--- src/rtl/uart_tx_fifo_if.sv ---
// -----------------------------------------------------------------------------
// uart_tx_fifo_if
// Byte handshake between a producer (CPU-side UART register) and the UART
// transmitter FIFO.
//   tx_data  : byte to send, sampled when tx_valid && tx_ready
//   tx_valid : producer has a byte
//   tx_ready : transmitter FIFO can accept a byte
// Modports: master = producer, slave = transmitter.
// -----------------------------------------------------------------------------
interface uart_tx_fifo_if;
  logic [7:0] tx_data;
  logic       tx_valid;
  logic       tx_ready;

  modport master (output tx_data, output tx_valid, input tx_ready);
  modport slave  (input tx_data, input tx_valid, output tx_ready);
endinterface

--- src/rtl/uart_tx_fifo.sv ---
// -----------------------------------------------------------------------------
// uart_tx_fifo
// UART transmitter with a small byte FIFO. Bytes accepted on the valid/ready
// handshake are queued and sent on `tx` as 8N1 frames (start, 8 data bits LSB
// first, stop), or 8E1 when UART_TX_PARITY_EN is defined (even parity bit
// inserted after data bit 7). Bit timing comes from an internal counter.
//
// Parameters:
//   CLKS_PER_BIT : clock cycles per serial bit (2..8191)
//   FIFO_DEPTH   : FIFO entries, power of two, >= 2
// Ports:
//   clk        : system clock, rising edge
//   rst        : asynchronous active-high reset
//   bus        : slave side of uart_tx_fifo_if (tx_data / tx_valid / tx_ready)
//   tx         : registered serial line, idle high
//   tx_busy    : frame in progress (FSM not idle)
//   fifo_count : bytes queued, not counting the byte being shifted
// Optional feature macro: UART_TX_PARITY_EN
// -----------------------------------------------------------------------------
module uart_tx_fifo #(
  parameter int CLKS_PER_BIT = 5208,
  parameter int FIFO_DEPTH   = 4
) (
  input  logic                        clk,
  input  logic                        rst,
  uart_tx_fifo_if.slave               bus,
  output logic                        tx,
  output logic                        tx_busy,
  output logic [$clog2(FIFO_DEPTH):0] fifo_count
);

  localparam int PTR_W = $clog2(FIFO_DEPTH);
  localparam int CNT_W = $clog2(CLKS_PER_BIT);

  typedef enum logic [2:0] {
    IDLE,
    START,
    DATA,
`ifdef UART_TX_PARITY_EN
    PARITY,
`endif
    STOP
  } state_t;

  // ---------------------------------------------------------------------------
  // FIFO
  // ---------------------------------------------------------------------------
  logic [7:0]       mem [FIFO_DEPTH];
  logic [PTR_W-1:0] wr_ptr;
  logic [PTR_W-1:0] rd_ptr;
  logic [PTR_W:0]   count_q;
  logic             full;
  logic             empty;
  logic             push;
  logic             pop;

  assign full         = (count_q == (PTR_W+1)'(FIFO_DEPTH));
  assign empty        = (count_q == '0);
  // Ready follows the registered count only, so a same-cycle pop never
  // opens a slot combinationally.
  assign bus.tx_ready = !full;
  assign push         = bus.tx_valid && bus.tx_ready;
  assign fifo_count   = count_q;

  // NOTE: storage has no reset; only pointers and count define validity, which
  // keeps the array as plain RAM without a reset fan-out.
  always_ff @(posedge clk) begin
    if (push) mem[wr_ptr] <= bus.tx_data;
  end

  // NOTE: sequential state uses non-blocking assignments so every flop samples
  // pre-edge values, independent of statement order.
  always_ff @(posedge clk or posedge rst) begin
    if (rst) begin
      wr_ptr  <= '0;
      rd_ptr  <= '0;
      count_q <= '0;
    end else begin
      if (push) wr_ptr <= wr_ptr + PTR_W'(1);
      if (pop)  rd_ptr <= rd_ptr + PTR_W'(1);
      case ({push, pop})
        2'b10:   count_q <= count_q + (PTR_W+1)'(1);
        2'b01:   count_q <= count_q - (PTR_W+1)'(1);
        default: count_q <= count_q;
      endcase
    end
  end

  // ---------------------------------------------------------------------------
  // Transmit FSM
  // ---------------------------------------------------------------------------
  state_t           state_q, state_d;
  logic [CNT_W-1:0] bit_cnt_q, bit_cnt_d;
  logic [2:0]       bit_idx_q, bit_idx_d;
  logic [7:0]       shift_q;
  logic             tx_q, tx_d;
  logic             load;
  logic             bit_end;
  logic [2:0]       next_idx;

  assign bit_end  = (bit_cnt_q == CNT_W'(CLKS_PER_BIT - 1));
  assign next_idx = bit_idx_q + 3'd1;

  always_ff @(posedge clk or posedge rst) begin
    if (rst) begin
      state_q   <= IDLE;
      bit_cnt_q <= '0;
      bit_idx_q <= '0;
      shift_q   <= '0;
      tx_q      <= 1'b1;
    end else begin
      state_q   <= state_d;
      bit_cnt_q <= bit_cnt_d;
      bit_idx_q <= bit_idx_d;
      tx_q      <= tx_d;
      if (load) shift_q <= mem[rd_ptr];
    end
  end

  // NOTE: every output of this block gets a default first, so no path leaves a
  // signal unassigned and no latch is inferred.
  always_comb begin
    state_d   = state_q;
    bit_cnt_d = bit_cnt_q + CNT_W'(1);
    bit_idx_d = bit_idx_q;
    tx_d      = tx_q;
    pop       = 1'b0;
    load      = 1'b0;

    case (state_q)
      IDLE: begin
        bit_cnt_d = '0;
        bit_idx_d = '0;
        tx_d      = 1'b1;
        if (!empty) begin
          state_d = START;
          pop     = 1'b1;
          load    = 1'b1;
          tx_d    = 1'b0;
        end
      end

      START: begin
        if (bit_end) begin
          state_d   = DATA;
          bit_cnt_d = '0;
          bit_idx_d = '0;
          tx_d      = shift_q[0];
        end
      end

      DATA: begin
        if (bit_end) begin
          bit_cnt_d = '0;
          if (bit_idx_q == 3'd7) begin
`ifdef UART_TX_PARITY_EN
            state_d = PARITY;
            tx_d    = ^shift_q;
`else
            state_d = STOP;
            tx_d    = 1'b1;
`endif
          end else begin
            bit_idx_d = next_idx;
            tx_d      = shift_q[next_idx];
          end
        end
      end

`ifdef UART_TX_PARITY_EN
      PARITY: begin
        if (bit_end) begin
          state_d   = STOP;
          bit_cnt_d = '0;
          tx_d      = 1'b1;
        end
      end
`endif

      STOP: begin
        if (bit_end) begin
          bit_cnt_d = '0;
          bit_idx_d = '0;
          // Chain straight into the next frame when a byte is waiting.
          if (!empty) begin
            state_d = START;
            pop     = 1'b1;
            load    = 1'b1;
            tx_d    = 1'b0;
          end else begin
            state_d = IDLE;
            tx_d    = 1'b1;
          end
        end
      end

      default: begin
        state_d   = IDLE;
        bit_cnt_d = '0;
        bit_idx_d = '0;
        tx_d      = 1'b1;
      end
    endcase
  end

  assign tx      = tx_q;
  assign tx_busy = (state_q != IDLE);

endmodule

--- src/flat_wrapper.sv ---
// flat-port wrapper written by rule: the top's interface ports become plain ports
module uart_tx_fifo_flat 
#(
  parameter int CLKS_PER_BIT = 5208,
  parameter int FIFO_DEPTH   = 4
)
  (clk, rst, tx, tx_busy, fifo_count, bus_tx_data, bus_tx_valid, bus_tx_ready);
  uart_tx_fifo_if bus_i ();
  input  logic clk;
  input  logic rst;
  output logic tx;
  output logic tx_busy;
  output logic [$clog2(FIFO_DEPTH):0] fifo_count;
  input wire logic [$bits(bus_i.tx_data)-1:0] bus_tx_data;
  input wire logic [$bits(bus_i.tx_valid)-1:0] bus_tx_valid;
  output wire logic [$bits(bus_i.tx_ready)-1:0] bus_tx_ready;
  assign bus_i.tx_data = bus_tx_data;
  assign bus_i.tx_valid = bus_tx_valid;
  assign bus_tx_ready = bus_i.tx_ready;
  uart_tx_fifo #(.CLKS_PER_BIT(CLKS_PER_BIT), .FIFO_DEPTH(FIFO_DEPTH)) u_core (.clk(clk), .rst(rst), .bus(bus_i), .tx(tx), .tx_busy(tx_busy), .fifo_count(fifo_count));
endmodule
--- config.mk ---
export PLATFORM = sky130hd
export DESIGN_NAME = uart_tx_fifo_flat
export DESIGN_NICKNAME = d
export VERILOG_FILES = /design/src/rtl/uart_tx_fifo_if.sv /design/src/rtl/uart_tx_fifo.sv /design/src/flat_wrapper.sv
export SDC_FILE = /design/constraint.sdc
export NUM_CORES = 1
export LEC_CHECK = 0
export CORE_MARGIN = 3
export CORE_UTILIZATION = 58
export DETAILED_ROUTE_END_ITERATION = 10
export PLACE_DENSITY = 0.78
export SYNTH_ARGS = -nofsm -noshare
export SYNTH_HDL_FRONTEND = slang
export SYNTH_SLANG_ARGS = --single-unit
--- constraint.sdc ---
create_clock -name clk -period 3.44 [get_ports clk]
set_clock_uncertainty 0.05 [all_clocks]
set_input_delay 1.032 -clock clk [delete_from_list [all_inputs] [get_ports clk]]
set_output_delay 1.032 -clock clk [all_outputs]
set_load 0.03 [all_outputs]
==> results.toml, run 1 <==
[routing]
drc_errors = 0
drt_iter0_drc = 110
drt_first_pass_iters = 4
wirelength_um = 5130
detail-route-antenna-nets = 0
wl_per_cell_um = 16.9
vias = 1728
avgViaCountPerCell = 5.70

[clock_tree]
cts_tree = "yes"
cts_setup_buffers = 0
cts_sinks = 66
numCtsBuffers = 9
post_cts_resized = 0
root_buffer = "clkbuf_8"
clk_pin_slew_ns = 0.07
htree_num_levels = 3
cts_buffer_depth = 2
clk_latency_ns = 0.32
hold_buffers = 0

[sta]
slew_headroom = 0.596
finalHoldViolCount = 0
finalCriticalPeriod_ns = 2.92
worst_pin_slew_ns = 0.605
slew_violations = 0
finalSetupViolCount = 0
max_freq_mhz = 343
min_period_over_period = 0.848
tns_ns = 0
setup_ws_ns = 0.524
rsz0062_at_grt = "false"

[logic_synthesis]
yosysMostFrequentCell = "dfrtp_1"
synth_top_area_share = 0.318
yosysSeqAreaShare = 0.599
synthTopCellsByArea = "edfxtp_1, dfrtp_1, mux4_2"
synth_edf_count = 32
synthArstFlopShare = 0.515
yosysTopAreaCell = "edfxtp_1"
syn_area_mm2 = 0.00303
ys_ff_latch = 66
syn_inst = 209
syn-num-nets = 233
synth_warnings = 0
synth.avg_cell_area_um2 = 14.5
synth_commonest_cells = "dfrtp_1, edfxtp_1"
yosysUniqueCellTypes = 43
yosys_most_used_dff = "dfrtp_1"

[final_layout]
fin_cells = 303
layout-drive-gt1-share = 0.174
multiInputGateArea_mm2 = 0.00114
nets = 256
area_growth_pct = 13.2
fill_cells = 342
diodes = 0
final_core_util = 0.702
ff_latch_area_mm2 = 0.00181

[global_route]
grt_pass1_vias = 1924
grt_remaining_overflow = 0
antenna_found_initial = 0
grt_max_degree = 20
globalRouteTotalUtil = 0.193
grt_pass1_wl_um = 8970

[setup_path]
path_max_fanout = 6
r2r_cells = 12
startpoint_type = "flop"
cp_common_cell = "inv_1"
r2r_end = "u_core.fifo_count[2]"
rrSetupSlack_ns = 0.71
cp_data_required_time_ns = 2.36
slowest_delay_ns = 0.66
path_cells = "inv_1 > ha_1 > inv_1 > clkdlybuf4s50_1"
crit_type = "reg -> out"
critPathSlowestCell = "clkdlybuf4s50_1"
path_buf_inv = 3
critPathCaptureType = "output port"
r2r-start = "u_core.state_q[0]"
critPathTopFamily = "buffers and inverters"
arrival_ns = 1.83

[power_and_ir_drop]
p_leak_nw = 1.38
p_clk_frac = 0.310
powerDensity_mw_per_mm2 = 557
sequentialPowerShare = 0.523
swShare = 0.265
internal_power_mw = 1.40
switchingPower_mw = 0.505
p_comb_frac = 0.167
ir_drop_mv = 0.308

[min_path]
hold_path_end = "u_core.bit_cnt_q[0]"
min-delay-start = "u_core.bit_cnt_q[0]"
hold_depth = 1
hold_path_class = "reg -> reg"

[job]
drv_cap = 0

[placement]
place_hpwl_um = 3560
place_ws_ns = 0.485
dp.cells = 288
routabilityCongestion = 0.893
portBuffers = 16

[floorplan]
initial_core_util = 0.620
coreArea_mm2 = 0.00488
die-area_mm2 = 0.00612
io_pins = 17
num_rows = 25
die_w_um = 78.2
die_y_um = 78.2

[outcome]
status = "finished clean"
[per-stage QoR]
step / hold slack, ns / power (mW) / instance area, um2
after global placement: 0.387 / 1.31 / 3250
after floorplan: 0.374 / 1.21 / 3030
after detailed placement: 0.396 / 1.34 / 3250
final: 0.405 / 1.91 / 3420
after CTS: 0.405 / 1.93 / 3420
after global routing: 0.435 / 2.00 / 3420
[worst register-to-register path: stages, from the launching register on]
cell	delay, ns
dfrtp_1	0.40
inv_1	0.11
ha_1	0.32
nor2_1	0.07
nor3_1	0.37
nand2_4	0.18
inv_1	0.10
ha_1	0.17
inv_1	0.06
fa_1	0.37
xor2_1	0.15
nor2_1	0.11
xor2_1	0.18
[worst max-delay path by stage]
stage	start	to	slack, ns	cells past startpoint
after global placement	bus_tx_valid	u_core.fifo_count[2]	0.62	9
final	u_core.state_q[0]	tx_busy	0.52	4
after detailed placement	bus_tx_valid	u_core.fifo_count[2]	0.48	9
after floorplan	u_core.fifo_count[0]	u_core.fifo_count[2]	0.99	10
after global routing	u_core.state_q[0]	tx_busy	0.42	4
after CTS	u_core.state_q[0]	tx_busy	0.50	4
[logic make-up (layout without fill, tap and decap cells)]
family          count (synthesis)  count (layout)  share of synthesized area
xor+xnor                       13              13                     0.0376
mux                            22              22                      0.120
fa+ha+maj                      13              13                     0.0562
flops                          66              66                      0.599
simple gates                   61              61                      0.127
buf+inv                        17              44                     0.0244
compound gates                 17              17                     0.0360
[per-layer routing]
| metal | track usage | up-vias | part of all wire |
|---|---|---|---|
| met2 | 0.332 | 38 | 0.53 |
| met4 | 0.0979 | 0 | 0.015 |
| met3 | 0.0436 | 8 | 0.037 |
| met1 | 0.228 | 867 | 0.42 |
| li1 | - | 815 | - |
| met5 | 0 | - | 0 |
[power groups by stage]
stage / clock (mW) / sequential, mW / combinational (mW)
after floorplan: 0 / 1.03 / 0.172
after global placement: 0 / 1.00 / 0.304
after detailed placement: 0 / 1.01 / 0.323
after CTS: 0.605 / 0.997 / 0.325
after global routing: 0.644 / 1.00 / 0.347
final: 0.591 / 0.996 / 0.318
[placed cells by master (no fill, tap or decap), drive strengths merged]
cell type      instances
dfrtp                 33
edfxtp                32
clkdlybuf4s50         16
nor2                  12
inv                   12
nand3                 12
ha                    12
mux2                  11
mux4                  10
clkbuf                10
xor2                   7
o21ai                  7
a21oi                  6
xnor2                  6
nand2                  6
or3                    5
and3                   5
nor3                   4
nand4                  4
clkinv                 4
and2                   3
nand4b                 2
nor4b                  2
and4b                  1
and4bb                 1
a31o                   1
and4                   1
nor2b                  1
nand2b                 1
a32oi                  1
nor4                   1
a31oi                  1
a21o                   1
mux2i                  1
fa                     1
bufinv                 1
buf                    1
dfstp                  1
[sequential cells by signal (all words and copies together), names as in the netlist]
register	cells
u_core.wr_ptr	2
u_core.rd_ptr	2
u_core.fifo_count	3
u_core.tx	1
u_core.state_q	2
u_core.bit_cnt_q	13
u_core.mem	32
u_core.bit_idx_q	3
u_core.shift_q	8
[final cells by class]
cell class | instances | area share
Multi-Input combinational cell | 126 | 0.333
Clock inverter | 5 | 0.0139
Inverter | 12 | 0.0132
Timing Repair Buffer | 17 | 0.0490
Tap cell | 67 | 0.0245
Clock buffer | 10 | 0.0373
Sequential cell | 66 | 0.530
Note: power is estimated with default switching activity, not from simulation.
==> run 2, diff against run 1 <==
==> constraint.sdc (replaced) <==
create_clock -name clk -period 3.05 [get_ports clk]
set_clock_uncertainty 0.05 [all_clocks]
set_input_delay 0.915 -clock clk [delete_from_list [all_inputs] [get_ports clk]]
set_output_delay 0.915 -clock clk [all_outputs]
set_load 0.03 [all_outputs]
==> run 2 against run 1 <==
  * First-iteration DRC count did not move
  * Sequential power rose by 13%
  * Wire length rose by 1.5%
  * Cell area barely moved
  * Global-route usage fell by 0.36 points
  * Die area did not move
  * Via count rose by 1.8%
  * Register-to-register slack got worse by 0.36 ns
  * Combinational power rose by 16%
  * Sequential share of layout area barely moved
  * Utilization rose by 0.051 points
  * Clock-buffer cell count rose by 2
  * Critical endpoint unchanged
  * Highest routed layer unchanged
==> results.toml, run 2 (synthesized netlist as in run 1, its figures left out) <==
[outcome]
status = "finished clean"

[final_layout]
mostFrequentLayoutCells = "dfrtp_1, edfxtp_1, clkdlybuf4s50_1"
area_growth_pct = 13.2
layout_commonest_cell = "dfrtp_1"
fill_cells = 339
multiInputGateArea_mm2 = 0.00114
reg_top3 = "u_core.mem x32, u_core.bit_cnt_q x13, u_core.shift_q x8"
ff_latch_area_mm2 = 0.00181
largest_reg_flops = 32
top_register = "u_core.mem"
nets = 256
diodes = 0
layout-drive-gt1-share = 0.169

[setup_path]
critPathTopFamily = "buffers and inverters"
cp_common_cell = "inv_1"
crit_type = "reg -> out"
arrival_ns = 1.83
startpoint_type = "flop"
r2r-start = "u_core.state_q[0]"
path_buf_inv = 3
slowest_delay_ns = 0.66
path_cells = "inv_1 > ha_1 > inv_1 > clkdlybuf4s50_1"
critPathSlowestCell = "clkdlybuf4s50_1"
path_max_fanout = 6
cp_data_required_time_ns = 2.08
critPathCaptureType = "output port"
rrSetupSlack_ns = 0.35
r2r_end = "u_core.fifo_count[2]"
r2r_cells = 12

[routing]
detail-route-antenna-nets = 0
drt_first_pass_iters = 5
wirelength_um = 5210
drt_iter0_drc = 110
wl_per_cell_um = 17.1
drc_errors = 0
vias = 1759
avgViaCountPerCell = 5.79

[floorplan]
initial_core_util = 0.620
io_pins = 17
die_w_um = 78.2
die-area_mm2 = 0.00612
die_y_um = 78.2
coreArea_mm2 = 0.00488
num_rows = 25

[power_and_ir_drop]
powerDensity_mw_per_mm2 = 632
ir_drop_mv = 0.384
p_leak_nw = 1.38

[global_route]
grt_pass1_wl_um = 8910
grt_remaining_overflow = 0
grt_max_degree = 35
antenna_found_initial = 0
grt_pass1_vias = 1867
globalRouteTotalUtil = 0.190

[sta]
rsz0062_at_grt = "false"
setup_ws_ns = 0.254
min_period_over_period = 0.917
slew_violations = 0
max_freq_mhz = 358
slew_headroom = 0.597
finalSetupViolCount = 0
tns_ns = 0
worst_pin_slew_ns = 0.605
finalCriticalPeriod_ns = 2.80
finalHoldViolCount = 0
hold_slack_ns = 0.419

[min_path]
hold_path_end = "u_core.bit_cnt_q[0]"
hold_depth = 1
hold_path_class = "reg -> reg"
min-delay-start = "u_core.bit_cnt_q[0]"

[clock_tree]
cts_setup_buffers = 0
clk_pin_slew_ns = 0.07
post_cts_resized = 0
cts_sinks = 66
root_buffer = "clkbuf_8"
clk_latency_ns = 0.33
numCtsBuffers = 9
hold_buffers = 0
htree_num_levels = 3
cts_buffer_depth = 2
cts_tree = "yes"

[placement]
place_hpwl_um = 3640
routabilityCongestion = 0.877
place_ws_ns = 0.240
portBuffers = 16

[job]
drv_cap = 0
==> run 2: per-stage QoR <==
step / area, um2 / power (mW) / util / std cells
final: 3430 / 2.17 / 0.702 / 304
after global routing: 3430 / 2.26 / 0.702 / 304
after floorplan: 3030 / 1.36 / - / 209
after detailed placement: 3250 / 1.51 / 0.666 / 288
after global placement: 3250 / 1.47 / 0.666 / 288
after CTS: 3430 / 2.18 / 0.702 / 304
==> run 2: worst max path at each step <==
stage / slack (ns) / start / cells after the start / to
2_1_floorplan: 0.60 / u_core.fifo_count[0] / 10 / u_core.fifo_count[2]
3_3_place_gp: 0.35 / bus_tx_valid / 9 / u_core.fifo_count[2]
3_5_place_dp: 0.24 / bus_tx_valid / 9 / u_core.fifo_count[2]
4_1_cts: 0.23 / u_core.state_q[0] / 4 / tx_busy
5_1_grt: 0.12 / u_core.state_q[0] / 12 / u_core.fifo_count[2]
6_report: 0.25 / u_core.state_q[1] / 4 / tx_busy
==> run 2: area by class of cell <==
| cell class | instances | area share |
|---|---|---|
| multi-input cells | 126 | 0.332 |
| repair buffers | 17 | 0.0489 |
| well taps | 67 | 0.0245 |
| inverters | 12 | 0.0131 |
| clock inverters | 4 | 0.0124 |
| clock buffers | 12 | 0.0394 |
| flip-flops and latches | 66 | 0.529 |
==> run 2: per-layer routing <==
layer	vias up	part of all wire	GRT usage
li1	821	-	-
met1	885	0.41	0.221
met2	42	0.54	0.339
met3	11	0.030	0.0378
met4	0	0.016	0.0822
met5	-	0	0
==> run 2: power by group <==
part | switching (mW) | total (mW) | internal [mW] | leakage [nW]
Clock | 0.299 | 0.671 | 0.372 | 0.0894
Combinational | 0.217 | 0.370 | 0.153 | 0.579
Sequential | 0.0587 | 1.13 | 1.07 | 0.714
Total | 0.575 | 2.17 | 1.59 | 1.38
==> run 3, diff against run 2 <==
==> constraint.sdc (replaced) <==
create_clock -name clk -period 3.5 [get_ports clk]
set_clock_uncertainty 0.05 [all_clocks]
set_input_delay 1.05 -clock clk [delete_from_list [all_inputs] [get_ports clk]]
set_output_delay 1.05 -clock clk [all_outputs]
set_load 0.03 [all_outputs]
==> run 3 against run 2 <==
  * Sequential power down 13%
  * Highest routed layer unchanged
  * Global-route usage up 0.17 points
  * Power down 12%
  * Flip-flop and latch count unchanged
==> results.toml, run 3 (synthesized netlist as in run 1, its figures left out) <==
[outcome]
status = "finished clean"

[floorplan]
num_rows = 25
io_pins = 17
die_w_um = 78.2
die-area_mm2 = 0.00612
die_y_um = 78.2
coreArea_mm2 = 0.00488
initial_core_util = 0.620

[sta]
tns_ns = 0
finalCriticalPeriod_ns = 2.93
setup_ws_ns = 0.571
finalSetupViolCount = 0
worst_pin_slew_ns = 0.596
min_period_over_period = 0.837
max_freq_mhz = 341
rsz0062_at_grt = "false"
slew_violations = 0
slew_headroom = 0.603
finalHoldViolCount = 0

[routing]
avgViaCountPerCell = 5.74
vias = 1745
drt_iter0_drc = 82
drc_errors = 0
drt_first_pass_iters = 4
wirelength_um = 5140
detail-route-antenna-nets = 0
wl_per_cell_um = 16.9

[power_and_ir_drop]
swShare = 0.263
p_clk_frac = 0.318
sequentialPowerShare = 0.514
powerDensity_mw_per_mm2 = 554
internal_power_mw = 1.40
p_leak_nw = 1.39
p_total_mw = 1.91
p_comb_frac = 0.168
switchingPower_mw = 0.502
ir_drop_mv = 0.307

[setup_path]
critPathTopFamily = "buffers and inverters"
arrival_ns = 1.83
cp_data_required_time_ns = 2.40
crit_type = "reg -> out"
slowest_delay_ns = 0.66
path_buf_inv = 3
startpoint_type = "flop"
path_max_fanout = 6
critPathCaptureType = "output port"
critPathSlowestCell = "clkdlybuf4s50_1"
path_cells = "inv_1 > ha_1 > inv_1 > clkdlybuf4s50_1"
cp_common_cell = "inv_1"

[job]
drv_cap = 0

[clock_tree]
root_buffer = "clkbuf_8"
numCtsBuffers = 9
clk_latency_ns = 0.32
cts_setup_buffers = 0
htree_num_levels = 3
hold_buffers = 0
cts_sinks = 66
cts_tree = "yes"
post_cts_resized = 0
cts_buffer_depth = 2
clk_pin_slew_ns = 0.07

[final_layout]
layout_commonest_cell = "dfrtp_1"
fill_cells = 349
diodes = 0
top_register = "u_core.mem"
mostFrequentLayoutCells = "dfrtp_1, edfxtp_1, clkdlybuf4s50_1"
largest_reg_flops = 32
nets = 256
area_growth_pct = 13.6
layout-drive-gt1-share = 0.177
reg_top3 = "u_core.mem x32, u_core.bit_cnt_q x13, u_core.shift_q x8"
fin_cells = 304
fin_area_mm2 = 0.00344

[global_route]
use_met1 = 0.224
grt_remaining_overflow = 0
antenna_found_initial = 0
grtUsageMet2 = 0.332
grt_pass1_vias = 1871
globalRouteTotalUtil = 0.191
grtUsageMet3 = 0.0367
grt_max_degree = 35
grt_busiest_layer = "met2"
grt_pass1_wl_um = 8960

[placement]
place_ws_ns = 0.544
dp.cells = 288
place_hpwl_um = 3610
place_area_mm2 = 0.00325
routabilityCongestion = 0.896
portBuffers = 16

[min_path]
hold_path_class = "reg -> reg"
-- run 3: changes by cell type in the layout (fill, tap and decap cells not counted) --
cell,delta
clkbuf_8,+1
clkinv_2,+1
clkbuf_1,-1
clkinv_1,-1
-- run 3: area by class of cell --
cell class	count	area, um2	share of cell area
clock inverter	4	43.8	0.0127
sequential	66	1810	0.527
clock buffer	12	145	0.0422
multi-input combinational	126	1140	0.331
timing repair buffer	17	168	0.0488
tap	67	83.8	0.0244
inverter	12	45.0	0.0131
-- run 3: worst paths after layout --
check / startpoint / to / slack, ns / depth (start not counted)
min reg2reg: u_core.bit_cnt_q[0] / u_core.bit_cnt_q[0] / 0.40 / 1
max reg2reg: u_core.state_q[0] / u_core.fifo_count[2] / 0.81 / 12
min: u_core.bit_cnt_q[0] / u_core.bit_cnt_q[0] / 0.40 / 1
min in group asynchronous: rst / u_core.shift_q[7] / 1.08 / 3
max: u_core.state_q[0] / tx_busy / 0.57 / 4
max in group asynchronous: rst / u_core.tx / 1.99 / 3
-- run 3: stage by stage --
stage / util / hold slack (ns)
after floorplan: - / 0.374
after global placement: 0.666 / 0.387
after detailed placement: 0.666 / 0.395
after CTS: 0.704 / 0.403
after global routing: 0.704 / 0.425
final: 0.704 / 0.401
-- run 3: routing by layer --
layer  share of wire  vias up
met5               0        -
met4           0.017        0
met3           0.032        8
met2            0.54       43
met1            0.41      876
li1                -      818
-- run 3: power groups by stage --
stage / Clock (mW) / Combinational [mW] / Sequential (mW)
after floorplan: 0 / 0.169 / 1.02
after global placement: 0 / 0.300 / 0.986
after detailed placement: 0 / 0.326 / 0.996
after CTS: 0.614 / 0.328 / 0.981
after global routing: 0.654 / 0.351 / 0.992
final: 0.605 / 0.320 / 0.980
